===== config.mk =====
export PLATFORM = sky130hd
export DESIGN_NAME = xgri_gen3
export DESIGN_NICKNAME = d
export VERILOG_FILES = /design/src/rtl/xgri_pkg.sv /design/src/rtl/xgri_fifo.sv /design/src/rtl/xgri_gen3.sv
export SDC_FILE = /design/constraint.sdc
export NUM_CORES = 1
export LEC_CHECK = 0
export CAP_MARGIN = 0
export CORE_MARGIN = 2
export CORE_UTILIZATION = 40
export CTS_CLUSTER_SIZE = 14
export DETAILED_ROUTE_END_ITERATION = 16
export PLACE_DENSITY = 0.69
export SYNTH_ARGS = -nofsm -noshare
export SYNTH_HDL_FRONTEND = slang
export SYNTH_SLANG_ARGS = --single-unit

===== constraint.sdc =====
create_clock -name clk_sys -period 10.1 [get_ports clk_sys]
set_clock_uncertainty 0.2 [all_clocks]
set_input_delay 2.02 -clock clk_sys [delete_from_list [all_inputs] [get_ports clk_sys]]
set_output_delay 2.02 -clock clk_sys [all_outputs]
set_load 0.01 [all_outputs]

===== src/rtl/xgri_pkg.sv =====
// xgri_pkg: register map offsets and status field positions shared by xgri_gen3
package xgri_pkg;
    localparam logic [5:0] REG_STATUS   = 6'h00;
    localparam logic [5:0] REG_IRQ_PEND = 6'h01;
    localparam logic [5:0] REG_IRQ_EN   = 6'h02;
    localparam logic [5:0] REG_H_SCROLL = 6'h03;
    localparam logic [5:0] REG_V_SCROLL = 6'h04;
    localparam logic [5:0] REG_CH_BASE  = 6'h10;
    localparam int ST_EMPTY = 0;
    localparam int ST_FULL  = 1;
    localparam int ST_OVF   = 2;
    typedef enum logic [1:0] {
        CH_ADDR  = 2'd0,
        CH_DATA  = 2'd1,
        CH_THR   = 2'd2,
        CH_LEVEL = 2'd3
    } ch_reg_e;
    function automatic int stat_lsb(input int field, input int num_ch);
        return field * num_ch;
    endfunction
endpackage


===== src/rtl/xgri_fifo.sv =====
// xgri_fifo: single-clock FIFO with combinational head word and occupancy output
module xgri_fifo #(
    parameter int DATA_W = 16,
    parameter int DEPTH  = 16
) (
    input  logic                     clk_sys,
    input  logic                     rst,
    input  logic                     push,
    input  logic                     pop,
    input  logic [DATA_W-1:0]        wdata,
    output logic [DATA_W-1:0]        rdata,
    output logic                     full,
    output logic                     empty,
    output logic [$clog2(DEPTH):0]   level
);
    localparam int AW = $clog2(DEPTH);
    logic [DATA_W-1:0] mem [DEPTH];
    logic [AW:0] wp, rp;
    logic do_push, do_pop;
    assign do_push = push & ~full;
    assign do_pop  = pop & ~empty;
    assign level   = wp - rp;
    assign full    = level == (AW+1)'(DEPTH);
    assign empty   = wp == rp;
    assign rdata   = mem[rp[AW-1:0]];
    always_ff @(posedge clk_sys or posedge rst)
        if (rst) begin
            wp <= '0;
            rp <= '0;
        end else begin
            wp <= wp + (AW+1)'(do_push);
            rp <= rp + (AW+1)'(do_pop);
        end
    // storage is not reset; pointers alone define validity
    always_ff @(posedge clk_sys)
        if (do_push) mem[wp[AW-1:0]] <= wdata;
endmodule


===== src/rtl/xgri_gen3.sv =====
// xgri_gen3: CPU register block feeding NUM_CH write FIFOs with burst-stepped channel addresses
module xgri_gen3
    import xgri_pkg::*;
#(
    parameter int NUM_CH = 2,
    parameter int DATA_W = 16,
    parameter int ADDR_W = 15,
    parameter int DEPTH  = 16,
    parameter int BURST  = 4,
    parameter int STEP   = 1
) (
    input  logic                      clk_sys,
    input  logic                      rst,
    input  logic                      ri_en,
    input  logic                      ri_wren,
    input  logic                      ri_ren,
    input  logic [5:0]                ri_addr,
    input  logic [DATA_W-1:0]         from_cpu,
    output logic [DATA_W-1:0]         to_cpu,
    output logic [10:0]               ri_h_scroll,
    output logic [9:0]                ri_v_scroll,
    output logic                      irq,
    input  logic [NUM_CH-1:0]         ch_pop,
    output logic [NUM_CH-1:0]         ch_full,
    output logic [NUM_CH-1:0]         ch_empty,
    output logic [NUM_CH*DATA_W-1:0]  ch_data,
    output logic [NUM_CH*ADDR_W-1:0]  ch_addr
);
    localparam int TW = $clog2(DEPTH) + 1;
    localparam int BW = BURST > 1 ? $clog2(BURST) : 1;
    logic wr, rd, ch_sel;
    logic [1:0] ch_idx;
    ch_reg_e ch_off;
    logic [NUM_CH-1:0] push, pend_set, ovf, pend, en, ovf_clr, pend_clr;
    logic [NUM_CH*TW-1:0] thr_f, lvl_f;
    logic [3*NUM_CH-1:0] stat;
    logic [DATA_W-1:0] rdata;
    assign wr     = ri_en & ri_wren;
    assign rd     = ri_en & ri_ren;
    assign ch_idx = ri_addr[3:2];
    assign ch_off = ch_reg_e'(ri_addr[1:0]);
    assign ch_sel = ri_addr[5:4] == REG_CH_BASE[5:4] && int'(ch_idx) < NUM_CH;
    assign stat[stat_lsb(ST_EMPTY, NUM_CH) +: NUM_CH] = ch_empty;
    assign stat[stat_lsb(ST_FULL, NUM_CH) +: NUM_CH]  = ch_full;
    assign stat[stat_lsb(ST_OVF, NUM_CH) +: NUM_CH]   = ovf;
    assign ovf_clr  = wr && ri_addr == REG_STATUS ? from_cpu[stat_lsb(ST_OVF, NUM_CH) +: NUM_CH] : '0;
    assign pend_clr = wr && ri_addr == REG_IRQ_PEND ? from_cpu[NUM_CH-1:0] : '0;
    genvar c;
    for (c = 0; c < NUM_CH; c++) begin : g_ch
        logic hit, pop_ok, push_ok, wrap;
        logic [TW-1:0] lvl, lvl_nxt, t_q;
        logic [ADDR_W-1:0] a_q;
        logic [BW-1:0] b_q;
        assign hit     = wr && ch_sel && ch_idx == 2'(c);
        assign push[c] = hit && ch_off == CH_DATA;
        assign push_ok = push[c] & ~ch_full[c];
        assign pop_ok  = ch_pop[c] & ~ch_empty[c];
        assign lvl_nxt = lvl + TW'(push_ok) - TW'(pop_ok);
        // low-water crossing is judged on this edge's level change
        assign pend_set[c] = lvl > t_q && lvl_nxt <= t_q;
        assign wrap    = b_q == BW'(BURST - 1);
        assign thr_f[c*TW +: TW] = t_q;
        assign lvl_f[c*TW +: TW] = lvl;
        assign ch_addr[c*ADDR_W +: ADDR_W] = a_q;
        xgri_fifo #(.DATA_W(DATA_W), .DEPTH(DEPTH)) u_fifo (
            .clk_sys(clk_sys),
            .rst(rst),
            .push(push[c]),
            .pop(ch_pop[c]),
            .wdata(from_cpu),
            .rdata(ch_data[c*DATA_W +: DATA_W]),
            .full(ch_full[c]),
            .empty(ch_empty[c]),
            .level(lvl)
        );
        always_ff @(posedge clk_sys or posedge rst)
            if (rst) begin
                a_q <= '0;
                b_q <= '0;
                t_q <= '0;
            end else begin
                if (hit && ch_off == CH_ADDR) begin
                    a_q <= from_cpu[ADDR_W-1:0];
                    b_q <= '0;
                end else if (pop_ok) begin
                    b_q <= wrap ? '0 : b_q + BW'(1);
                    if (wrap) a_q <= a_q + ADDR_W'(STEP);
                end
                if (hit && ch_off == CH_THR) t_q <= from_cpu[TW-1:0];
            end
    end
    assign rdata = ch_sel ? (ch_off == CH_ADDR  ? DATA_W'(ch_addr[ch_idx*ADDR_W +: ADDR_W]) :
                             ch_off == CH_THR   ? DATA_W'(thr_f[ch_idx*TW +: TW]) :
                             ch_off == CH_LEVEL ? DATA_W'(lvl_f[ch_idx*TW +: TW]) : '0) :
                   ri_addr == REG_STATUS   ? DATA_W'(stat) :
                   ri_addr == REG_IRQ_PEND ? DATA_W'(pend) :
                   ri_addr == REG_IRQ_EN   ? DATA_W'(en) :
                   ri_addr == REG_H_SCROLL ? DATA_W'(ri_h_scroll) :
                   ri_addr == REG_V_SCROLL ? DATA_W'(ri_v_scroll) : '0;
    always_ff @(posedge clk_sys or posedge rst)
        if (rst) begin
            ovf         <= '0;
            pend        <= '0;
            en          <= '0;
            ri_h_scroll <= '0;
            ri_v_scroll <= '0;
            irq         <= '0;
            to_cpu      <= '0;
        end else begin
            ovf  <= (ovf & ~ovf_clr) | (push & ch_full);
            pend <= (pend & ~pend_clr) | pend_set;
            if (wr && ri_addr == REG_IRQ_EN) en <= from_cpu[NUM_CH-1:0];
            if (wr && ri_addr == REG_H_SCROLL) ri_h_scroll <= from_cpu[10:0];
            if (wr && ri_addr == REG_V_SCROLL) ri_v_scroll <= from_cpu[9:0];
            irq <= |(pend & en);
            if (rd) to_cpu <= rdata;
        end
endmodule


## Yosys cells after proc, flatten, opt, wreduce, memory -nomap -nowiden

Memory sizes are Yosys's and may differ from the RTL's.
Cells that the tools add are included.

- Register bits after elaboration: 108
- Memory bits (writable): 512
- Input port bits: 29
- Output and inout bits: 104
- Word-level logic and storage cells: 130
- Memories: 2

Memories:

| name | depth | bits a word | read ports | clocked after memory_dff | write ports | line | RTL |
|---|---|---|---|---|---|---|---|
| g_ch[0].u_fifo.mem | 16 | 16 | 1 | 0 | 1 | xgri_fifo.sv:17 | `logic [DATA_W-1:0] mem [DEPTH];` |
| g_ch[1].u_fifo.mem | 16 | 16 | 1 | 0 | 1 | xgri_fifo.sv:17 |  |

- $add $sub $neg: 14
- Multipliers: 2
- Magnitude comparators: 5
- Equality and inequality tests: 15
- Shift-type cells: 3
- Muxes and demuxes: 27
- Bitwise gates (word level): 18
- Reduce and logical (&&, ||, !) cells: 27

Operators with widths:

| operator | number |
|---|---|
| $mux 15 | 8 |
| $mux 11 | 4 |
| $add 15x1->15 const B | 2 |
| $add 5x1->5 | 6 |
| $shiftx 30x7->15 | 1 |
| $shiftx 10x6->5 | 2 |
| $logic_and 1x1->1 | 17 |
| $mux 2 | 8 |
| $eq 6x2->1 const B | 2 |
| $eq 5x5->1 | 2 |
| $eq 5x5->1 const B | 2 |
| $gt 5x5->1 | 2 |
| $le 5x5->1 | 2 |
| $mux 10 | 1 |
| $mux 5 | 2 |
| $sub 5x1->5 | 2 |
| $sub 5x5->5 | 2 |
| $and 2x2->2 | 4 |
| $eq 2x2->1 const B | 4 |
| $reduce_bool 2->1 | 4 |
| $and 1x1->1 | 6 |
| $eq 2x1->1 const B | 3 |
| $eq 6x1->1 const B | 1 |
| $eq 6x3->1 const B | 1 |
| other kinds (12) | 23 |

## Longest topological paths before layout

Gate-level depths: netlist (run 1).

- Word-level depth: 11
- Mapped depth: 25
- Gate-level depth less buffers: 23

## By module

From an unflattened synthesis (run 1), not the netlist that was laid out.

- Cells, all modules: 1617
- Area, all modules: 26446.6 um^2

Modules (own cells, without submodules):

| module | instances | cells each | area each (um^2) | seq. area each (um^2) |
|---|---|---|---|---|
| xgri_fifo | 2 | 524 | 10476.3 | 7937.6 |
| xgri_gen3 | 1 | 569 | 5494.0 | 2177.1 |

## Worst setup path after synthesis (run 1)

Ideal clock, no wire load.

- Path kind: input-to-reg
- From: input ri_en
- To: memory g_ch[0].u_fifo.mem[0][0], enable pin
- Library setup time: 0.436 ns
- Arrival: 4.586 ns
- Data required time: 9.464 ns
- Slack: 4.878 ns
- Cell stages on the path: 5
- Buffers on the path: 1
- Cells stage by stage: buf_2 > and4b_1 > and3_1 > o31ai_2 > nor4b_1

- Word-level cells in the longest chain between the ends: 7

RTL lines:

| what | line | RTL |
|---|---|---|
| from (decl) | xgri_gen3.sv:14 | `input logic ri_en,` |
| $and 1x1->1 | xgri_gen3.sv:38 | `assign wr = ri_en & ri_wren;` |
| $logic_and 1x1->1 (2 in series) | xgri_gen3.sv:54 | `assign hit = wr && ch_sel && ch_idx == 2'(c);` |
| $logic_and 1x1->1 | xgri_gen3.sv:55 | `assign push[c] = hit && ch_off == CH_DATA;` |
| $and 1x1->1 | xgri_fifo.sv:20 | `assign do_push = push & ~full;` |
| $mux 1 | xgri_fifo.sv:36 | `if (do_push) mem[wp[AW-1:0]] <= wdata;` |
| $mux 1 (not written as such) | xgri_fifo.sv:36 |  |
| to (decl) | xgri_fifo.sv:17 |  |

Every way passes these cells.

## Final worst setup path (run 1)

- From: register g_ch[0].u_fifo.rp[3]
- To: output ch_full[0]

- Word-level cells in the longest chain between the ends: 2

RTL lines:

| what | line | RTL |
|---|---|---|
| from (decl) | xgri_fifo.sv:18 | `logic [AW:0] wp, rp;` |
| from (signal assigned) | xgri_fifo.sv:32 | `rp <= rp + (AW+1)'(do_pop);` |
| $sub 5x5->5 | xgri_fifo.sv:22 | `assign level = wp - rp;` |
| $eq 5x5->1 | xgri_fifo.sv:23 | `assign full = level == (AW+1)'(DEPTH);` |
| to (decl) | xgri_gen3.sv:24 | `output logic [NUM_CH-1:0] ch_full,` |

Every way passes these cells.

==> run summary, run 1 <==
OUTCOME
------------------------------------------------------------------------------------------------------
Run status                                                                                finished, final reports clean

PLACE
------------------------------------------------------------------------------------------------------
Total of buffers placed on input and output ports                                                  131
Number of instances in the placed design                                                          2433
Setup slack after placement                                                                    4.19 ns
Final estimated routing congestion in global placement                                           0.882
DP Wirelength                                                                                 37600 µm
Post-Place Cell Area                                                                         28700 µm²

SYNTH
------------------------------------------------------------------------------------------------------
Cell taking the most area after synthesis                                                 sky130_fd_sc_hd__edfxtp_1
Area of the mapped netlist                                                                   26100 µm²
Sequential area share after synthesis                                                            69.2%
Count leader, synth                                                                       sky130_fd_sc_hd__edfxtp_1
Yosys warns                                                                                          0
Top area cells in the synthesized netlist                                                 sky130_fd_sc_hd__edfxtp_1 (59%), sky130_fd_sc_hd__mux4_2 (14%), sky130_fd_sc_hd__dfrtp_1 (10%)
Mean cell area of the mapped netlist                                                          17.9 µm²
Area share of the leading cell type in the synthesized netlist                                   58.9%
Most instantiated cells after synthesis                                                   sky130_fd_sc_hd__edfxtp_1 (512), sky130_fd_sc_hd__mux4_2 (160), sky130_fd_sc_hd__dfrtp_1 (107), sky130_fd_sc_hd__nand2_1 (86), sky130_fd_sc_hd__o21ai_0 (54)
Syn_nets                                                                                          1541
Fraction of registers with async set or reset after synthesis                                    17.3%
Most used flip-flop cell after synthesis                                                  sky130_fd_sc_hd__edfxtp_1
Number of flip-flops and latches in the synthesized netlist                                        619
Number of flops mapped to enable cells by yosys                                                    512
Gate count of the mapped netlist                                                                  1456
Post-synthesis cell type count                                                                      67

TIMING
------------------------------------------------------------------------------------------------------
Rel. slew slack                                                                                  11.2%
Worst hold margin                                                                             0.293 ns
Number of hold violations in the final report                                                        0
Count of final setup violators                                                                       0
Clock period minus final worst setup slack                                                     6.35 ns
RSZ-0062 raised after global routing                                                                no
Max Fclk                                                                                       157 MHz
Number of max-slew violations in the final report                                                    0
Slew of the pin with the lowest slew margin                                                    1.33 ns
Final worst path period share                                                                    62.9%
Worst Slack Setup Final                                                                        3.75 ns
Setup Total Neg Slack                                                                             0 ns

GRT
------------------------------------------------------------------------------------------------------
Pin count of the biggest net entering global routing                                                68
Wire length of the first global-routing pass                                                  92700 µm
Number of global-route vias before repair                                                        14381
Congestion Overflow GR                                                                               0
Overall global routing resource usage                                                            18.5%
Number of antenna violations at the first check in global routing                                    1

CELLS AND AREA
------------------------------------------------------------------------------------------------------
Fin util                                                                                         47.6%
Multi-input gate area in the final layout                                                     7640 µm²
Layout filler cell count                                                                          5397
Sequential Area                                                                              18100 µm²
Share of layout cells above drive strength 1                                                     22.0%
Area of all placed cells without fillers                                                     30700 µm²
Synth-to-Final Area Change                                                                       17.5%
Number of antenna cells inserted                                                                     0
Count of non-filler cells in the finished layout                                                  2543
Net count reported at finish                                                                      1724

POWER AND IR DROP
------------------------------------------------------------------------------------------------------
Cell Pwr Density                                                                            251 nW/µm²
Maximum VDD drop                                                                                146 µV
Leakage component of the power                                                                 10.4 nW
Tot Pwr                                                                                        7.70 mW

FLOORPLANNING
------------------------------------------------------------------------------------------------------
Die area                                                                                     67300 µm²
Core region area                                                                             64500 µm²
Initial core utilization                                                                         40.5%
Cell Rows                                                                                           93
Number of ports placed on the die boundary                                                         133
Die outline width                                                                               259 µm
Die boundary height                                                                             259 µm

WORST SETUP PATH
------------------------------------------------------------------------------------------------------
Category of the most critical setup path                                                  flop to primary output
Required time of the worst setup path                                                          7.88 ns
Critical Path Max Stage Delay                                                                  1.05 ns
Slowest stage cell on the critical path                                                   sky130_fd_sc_hd__dfrtp_1
Startpoint class of the critical path                                                             flop
Worst-path maximum fanout                                                                           19
Type of element capturing the critical path                                               primary output
Worst Path Arrival                                                                             4.13 ns
Cell-by-cell listing of the critical path                                                 inv_1 > ha_1 > a211oi_1 > nor2_1 > inv_1 > ha_1 > nand3_1 > nor3_1 > clkdlybuf4s50_1

CLOCK TREE
------------------------------------------------------------------------------------------------------
Root Driver                                                                               sky130_fd_sc_hd__clkbuf_16
Number of clock sinks                                                                              619
Clock transition at the register clock pins on the worst setup and hold paths after CTS        0.06 ns
H-tree lvl count                                                                                     2
TritonCTS clock tree                                                                              done
CTS Hold Bufs                                                                                        0
Bufs on Longest Clock Path                                                                           3
Postcts setup bufs                                                                                   0
Number of buffers created by CTS                                                                    59
Resized Gates After CTS                                                                              0
Worst skew pair latency                                                                        0.64 ns

DRT
------------------------------------------------------------------------------------------------------
DR WL/cell                                                                                     24.4 µm
Total routed wirelength                                                                       62100 µm
Vias                                                                                             14184
Per-cell via count in the routed design                                                           5.58
Post-route ant nets                                                                                  0
DRC viols                                                                                            0
Router iterations before antenna repair                                                              5
Iter 0 DRT Violations                                                                             1332

WORST HOLD PATH
------------------------------------------------------------------------------------------------------
Type of the tightest min-delay check                                                      flop to flop

FLOW RUN
------------------------------------------------------------------------------------------------------
Max-cap viol count                                                                                   0

critical path, delay by kind of cell (launching register included):
family / cells / cell delay, ns
adder cells (fa/ha/maj): 2 / 0.54
AND/OR/NAND/NOR: 3 / 0.68
AO/OA/AOI/OAI: 1 / 0.31
buffers and inverters: 3 / 0.90
flip-flops: 1 / 1.05
where the power goes:
group	switching, mW	internal [mW]
Clock	0.954	1.22
Sequential	0.157	2.84
Combinational	1.21	1.32
layer usage:
metal  track usage [%]  part of all wire (%)  vias up
li1                  -                     -     6155
met5                 0                     0        -
met3              3.96                   7.5       89
met4              4.69                   2.1        0
met2              30.2                    49      532
met1              25.5                    41     7408
registers in the layout, indices dropped and copies added (netlist names):
register         cells
ri_h_scroll         11
en                   2
pend                 2
ri_v_scroll         10
g_ch.t_q            10
g_ch.a_q            30
to_cpu              15
g_ch.u_fifo.rp      10
ovf                  2
g_ch.u_fifo.mem    512
g_ch.b_q             4
irq                  1
g_ch.u_fifo.wp      10
worst paths after layout:
check                                      from  slack, ns                   end  cells after the start
max                        g_ch[0].u_fifo.rp[3]       3.75            ch_full[0]                      9
min                        g_ch[0].u_fifo.wp[4]       0.29  g_ch[0].u_fifo.wp[4]                      1
min reg2reg                g_ch[0].u_fifo.wp[4]       0.29  g_ch[0].u_fifo.wp[4]                      1
min in group asynchronous                   rst       1.60        g_ch[1].a_q[3]                      2
max in group asynchronous                   rst       6.76  g_ch[0].u_fifo.rp[0]                      3
max reg2reg                g_ch[0].u_fifo.rp[3]       4.60               pend[0]                     19
layout by cell type, fill, tap and decap left out, types with 15 or more instances in the layout:
master                            synthesis  layout
sky130_fd_sc_hd__clkinv_2                 0      15
sky130_fd_sc_hd__buf_4                    5      60
sky130_fd_sc_hd__inv_1                   52      51
sky130_fd_sc_hd__a21oi_1                 20      20
sky130_fd_sc_hd__nor3_2                   4      16
sky130_fd_sc_hd__clkbuf_16                0      60
sky130_fd_sc_hd__o21ai_0                 54      54
sky130_fd_sc_hd__nor3_1                  33      21
sky130_fd_sc_hd__nand3_1                 32      32
sky130_fd_sc_hd__ha_1                    52      52
sky130_fd_sc_hd__mux4_2                 160     160
sky130_fd_sc_hd__mux2_2                  26      26
sky130_fd_sc_hd__nor2_1                  45      45
sky130_fd_sc_hd__mux2i_1                 20      20
sky130_fd_sc_hd__xnor2_1                 36      36
sky130_fd_sc_hd__clkdlybuf4s50_1          0     131
sky130_fd_sc_hd__edfxtp_1               512     512
sky130_fd_sc_hd__nand2_1                 86      86
sky130_fd_sc_hd__dfrtp_1                107     103
area by class of cell:
type | instances | area share (%)
clock inverters | 33 | 1.10
inverters | 54 | 0.669
flip-flops and latches | 619 | 58.9
well taps | 855 | 3.49
repair buffers | 191 | 5.75
clock buffers | 77 | 5.18
multi-input cells | 714 | 24.9
kinds of logic (layout without fill, tap and decap cells):
logic type	after synthesis	count (layout)	share of synthesized area (%)
flip-flops	619	619	69.2
AND/OR/NAND/NOR	270	270	5.28
multiplexers	206	206	15.7
AO/OA/AOI/OAI	130	130	3.19
buffers and inverters	123	355	2.03
adder cells (fa/ha/maj)	56	56	2.80
XOR/XNOR	51	51	1.79
other	1	1	0.0144
(Power assumes the default switching activity.)
==> inputs of run 2 (changes only) <==
PLACE_DENSITY = 0.71   (was 0.69)
clock period = 5.2 ns   (was 10.1 ns; I/O delays follow)
==> run 2 against run 1 <==
Against the previous run:
- count of clock-buffer cells in the layout is 12 higher
- die area stayed put
- sequential power is 90% higher
- sequential cell count stayed put
- worst hold slack hardly changed
- final cell count is 1.1% higher
- critical path depth is 4 lower
- critical path type unchanged
- critical endpoint is now ch_data[1]
- largest power group unchanged
==> run summary, run 2 (synthesis results as in run 1) <==
WORST HOLD PATH
------------------------------------------------------------------------------------------------------
Destination of the worst hold path                                                          to_cpu[12]
Hold depth                                                                                           2
Type of the tightest min-delay check                                                      flop to flop
Worst hold start                                                                            to_cpu[12]

POWER AND IR DROP
------------------------------------------------------------------------------------------------------
Combinational share of power                                                                     33.4%
Maximum VDD drop                                                                                364 µV
Power share of the clock group                                                                   29.1%
Leakage component of the power                                                                 10.6 nW
Net switching fraction of the power                                                              29.8%
Sequential power share                                                                           37.5%
Internal power contribution                                                                    10.7 mW
Total net switching power                                                                      4.53 mW
Cell Pwr Density                                                                            491 nW/µm²

CLOCK TREE
------------------------------------------------------------------------------------------------------
TritonCTS clock tree                                                                              done
Clock transition at the register clock pins on the worst setup and hold paths after CTS        0.06 ns
Worst skew pair latency                                                                        0.66 ns
Bufs on Longest Clock Path                                                                           3
Number of buffers created by CTS                                                                    61
H-tree lvl count                                                                                     2
Root Driver                                                                               sky130_fd_sc_hd__clkbuf_16
Number of clock sinks                                                                              619

CELLS AND AREA
------------------------------------------------------------------------------------------------------
Most frequent cells in the layout                                                         sky130_fd_sc_hd__edfxtp_1 (512), sky130_fd_sc_hd__mux4_2 (160), sky130_fd_sc_hd__clkdlybuf4s50_1 (131), sky130_fd_sc_hd__dfrtp_1 (103), sky130_fd_sc_hd__nand2_1 (86)
Area of all placed cells without fillers                                                     31000 µm²
Synth-to-Final Area Change                                                                       18.8%
Share of layout cells above drive strength 1                                                     23.1%
Layout filler cell count                                                                          5328
Count of non-filler cells in the finished layout                                                  2571
Leading cell type in the layout, fill and taps excluded                                   sky130_fd_sc_hd__edfxtp_1
Max reg flops                                                                                      512
Fin util                                                                                         48.1%
Net count reported at finish                                                                      1749
Number of antenna cells inserted                                                                     0

FLOW RUN
------------------------------------------------------------------------------------------------------
Max-cap viol count                                                                                   0

WORST SETUP PATH
------------------------------------------------------------------------------------------------------
Setup slack, reg-to-reg                                                                        0.51 ns
Worst Path Arrival                                                                             3.72 ns
Cell-by-cell listing of the critical path                                                 buf_4 > buf_6 > mux4_2 > mux4_2 > clkdlybuf4s50_1
Most prevalent standard cell on the critical path                                         sky130_fd_sc_hd__mux4_2
Type of element capturing the critical path                                               primary output
Category of the most critical setup path                                                  flop to primary output
Worst-path maximum fanout                                                                           35
Required time of the worst setup path                                                          3.96 ns
Worst r2r src                                                                             g_ch[1].u_fifo.rp[0]
Startpoint class of the critical path                                                             flop
Critical Path Max Stage Delay                                                                  0.59 ns
Destination of the worst register-to-register timing path                                      pend[1]
Slowest stage cell on the critical path                                                   sky130_fd_sc_hd__mux4_2
Count of cells along the worst register-to-register path                                            18

OUTCOME
------------------------------------------------------------------------------------------------------
Run status                                                                                finished, final reports clean

DRT
------------------------------------------------------------------------------------------------------
Vias                                                                                             14272
Post-route ant nets                                                                                  0
Per-cell via count in the routed design                                                           5.55
DR WL/cell                                                                                     24.8 µm
Router iterations before antenna repair                                                              5
Iter 0 DRT Violations                                                                             1426
Total routed wirelength                                                                       63800 µm
DRC viols                                                                                            0

FLOORPLANNING
------------------------------------------------------------------------------------------------------
Die boundary height                                                                             259 µm
Core region area                                                                             64500 µm²
Die outline width                                                                               259 µm
Initial core utilization                                                                         40.5%
Die area                                                                                     67300 µm²
Number of ports placed on the die boundary                                                         133
Cell Rows                                                                                           93

PLACE
------------------------------------------------------------------------------------------------------
Post-Place Cell Area                                                                         28900 µm²
Total of buffers placed on input and output ports                                                  131
DP Wirelength                                                                                 39300 µm
Final estimated routing congestion in global placement                                           0.893
Setup slack after placement                                                                   0.264 ns
Number of instances in the placed design                                                          2456

TIMING
------------------------------------------------------------------------------------------------------
Number of max-slew violations in the final report                                                    0
Clock period minus final worst setup slack                                                     4.96 ns
Setup Total Neg Slack                                                                             0 ns
Final worst path period share                                                                    95.4%
Number of hold violations in the final report                                                        0
Rel. slew slack                                                                                  13.6%
Slew of the pin with the lowest slew margin                                                    1.29 ns
Max Fclk                                                                                       202 MHz
Count of final setup violators                                                                       0
Worst Slack Setup Final                                                                       0.239 ns

GRT
------------------------------------------------------------------------------------------------------
Number of global-route vias before repair                                                        14941
Pin count of the biggest net entering global routing                                                71
Overall global routing resource usage                                                            19.2%
Congestion Overflow GR                                                                               0
Wire length of the first global-routing pass                                                  95900 µm
Number of antenna violations at the first check in global routing                                    0

==> run 2: changes by cell type in the layout (fill, tap and decap cells not counted), moves of 2 or more <==
| cell | before | now |
|---|---|---|
| sky130_fd_sc_hd__clkinv_2 | 15 | 11 |
| sky130_fd_sc_hd__clkbuf_8 | 2 | 4 |
| sky130_fd_sc_hd__clkinvlp_4 | 0 | 2 |
| sky130_fd_sc_hd__buf_12 | 0 | 3 |
| sky130_fd_sc_hd__clkbuf_1 | 14 | 24 |
| sky130_fd_sc_hd__buf_4 | 60 | 79 |
| sky130_fd_sc_hd__clkinv_1 | 9 | 3 |
| sky130_fd_sc_hd__bufinv_16 | 4 | 6 |
==> run 2: stage by stage <==
stage / power (mW) / hold slack (ns)
final: 15.2 / 0.293
after floorplan: 9.15 / 0.265
after global routing: 16.0 / 0.318
after CTS: 15.4 / 0.295
after global placement: 10.9 / 0.269
after detailed placement: 10.9 / 0.277
==> run 2: metal layers <==
metal / global-route usage, % / routed length, µm
met1: 25.6 / 25900
met3: 3.28 / 4280
met2: 32.3 / 32000
met4: 5.51 / 1610
met5: 0 / 0
==> run 2: worst max-delay path, delay by kind of cell (launching register included) <==
kind / cells / cell delay, ns
flops: 1 / 0.40
buf+inv: 3 / 1.53
mux: 2 / 1.16
==> run 2: worst max-delay path by stage <==
stage                               from                       end  slack (ns)  depth (start not counted)
floorplan           g_ch[0].u_fifo.rp[1]  g_ch[0].u_fifo.mem[0][0]        0.23                         12
finish              g_ch[0].u_fifo.rp[0]                ch_data[1]        0.24                          5
CTS                 g_ch[0].u_fifo.rp[0]                ch_data[4]        0.10                          5
detailed placement            ri_addr[2]                   pend[0]        0.26                         16
global route        g_ch[0].u_fifo.wp[0]                ch_full[0]      -0.002                         12
global placement              ri_addr[2]                   pend[0]        0.38                         17
==> run 2: cell type report <==
type                            instances  area (µm²)  area share [%]
Inverter                               54         205           0.662
Clock buffer                           89        1670            5.39
Multi-Input combinational cell        714        7650            24.7
Tap cell                              855        1070            3.45
Timing Repair Buffer                  214        1980            6.37
Sequential cell                       619       18100            58.3
Clock inverter                         26         360            1.16
==> run 2: power groups by stage <==
stage	registers, mW	clock network [mW]	logic [mW]
2_1_floorplan	5.76	0	3.39
3_3_place_gp	5.79	0	5.10
3_5_place_dp	5.80	0	5.12
4_1_cts	5.70	4.50	5.16
5_1_grt	5.72	4.70	5.54
6_report	5.70	4.43	5.08
==> run 2: timing repair <==
item,CTS,global route
buffers inserted,0,0
gates resized for setup,1,1
hold buffers,0,0
endpoints found under the setup margin,6,1
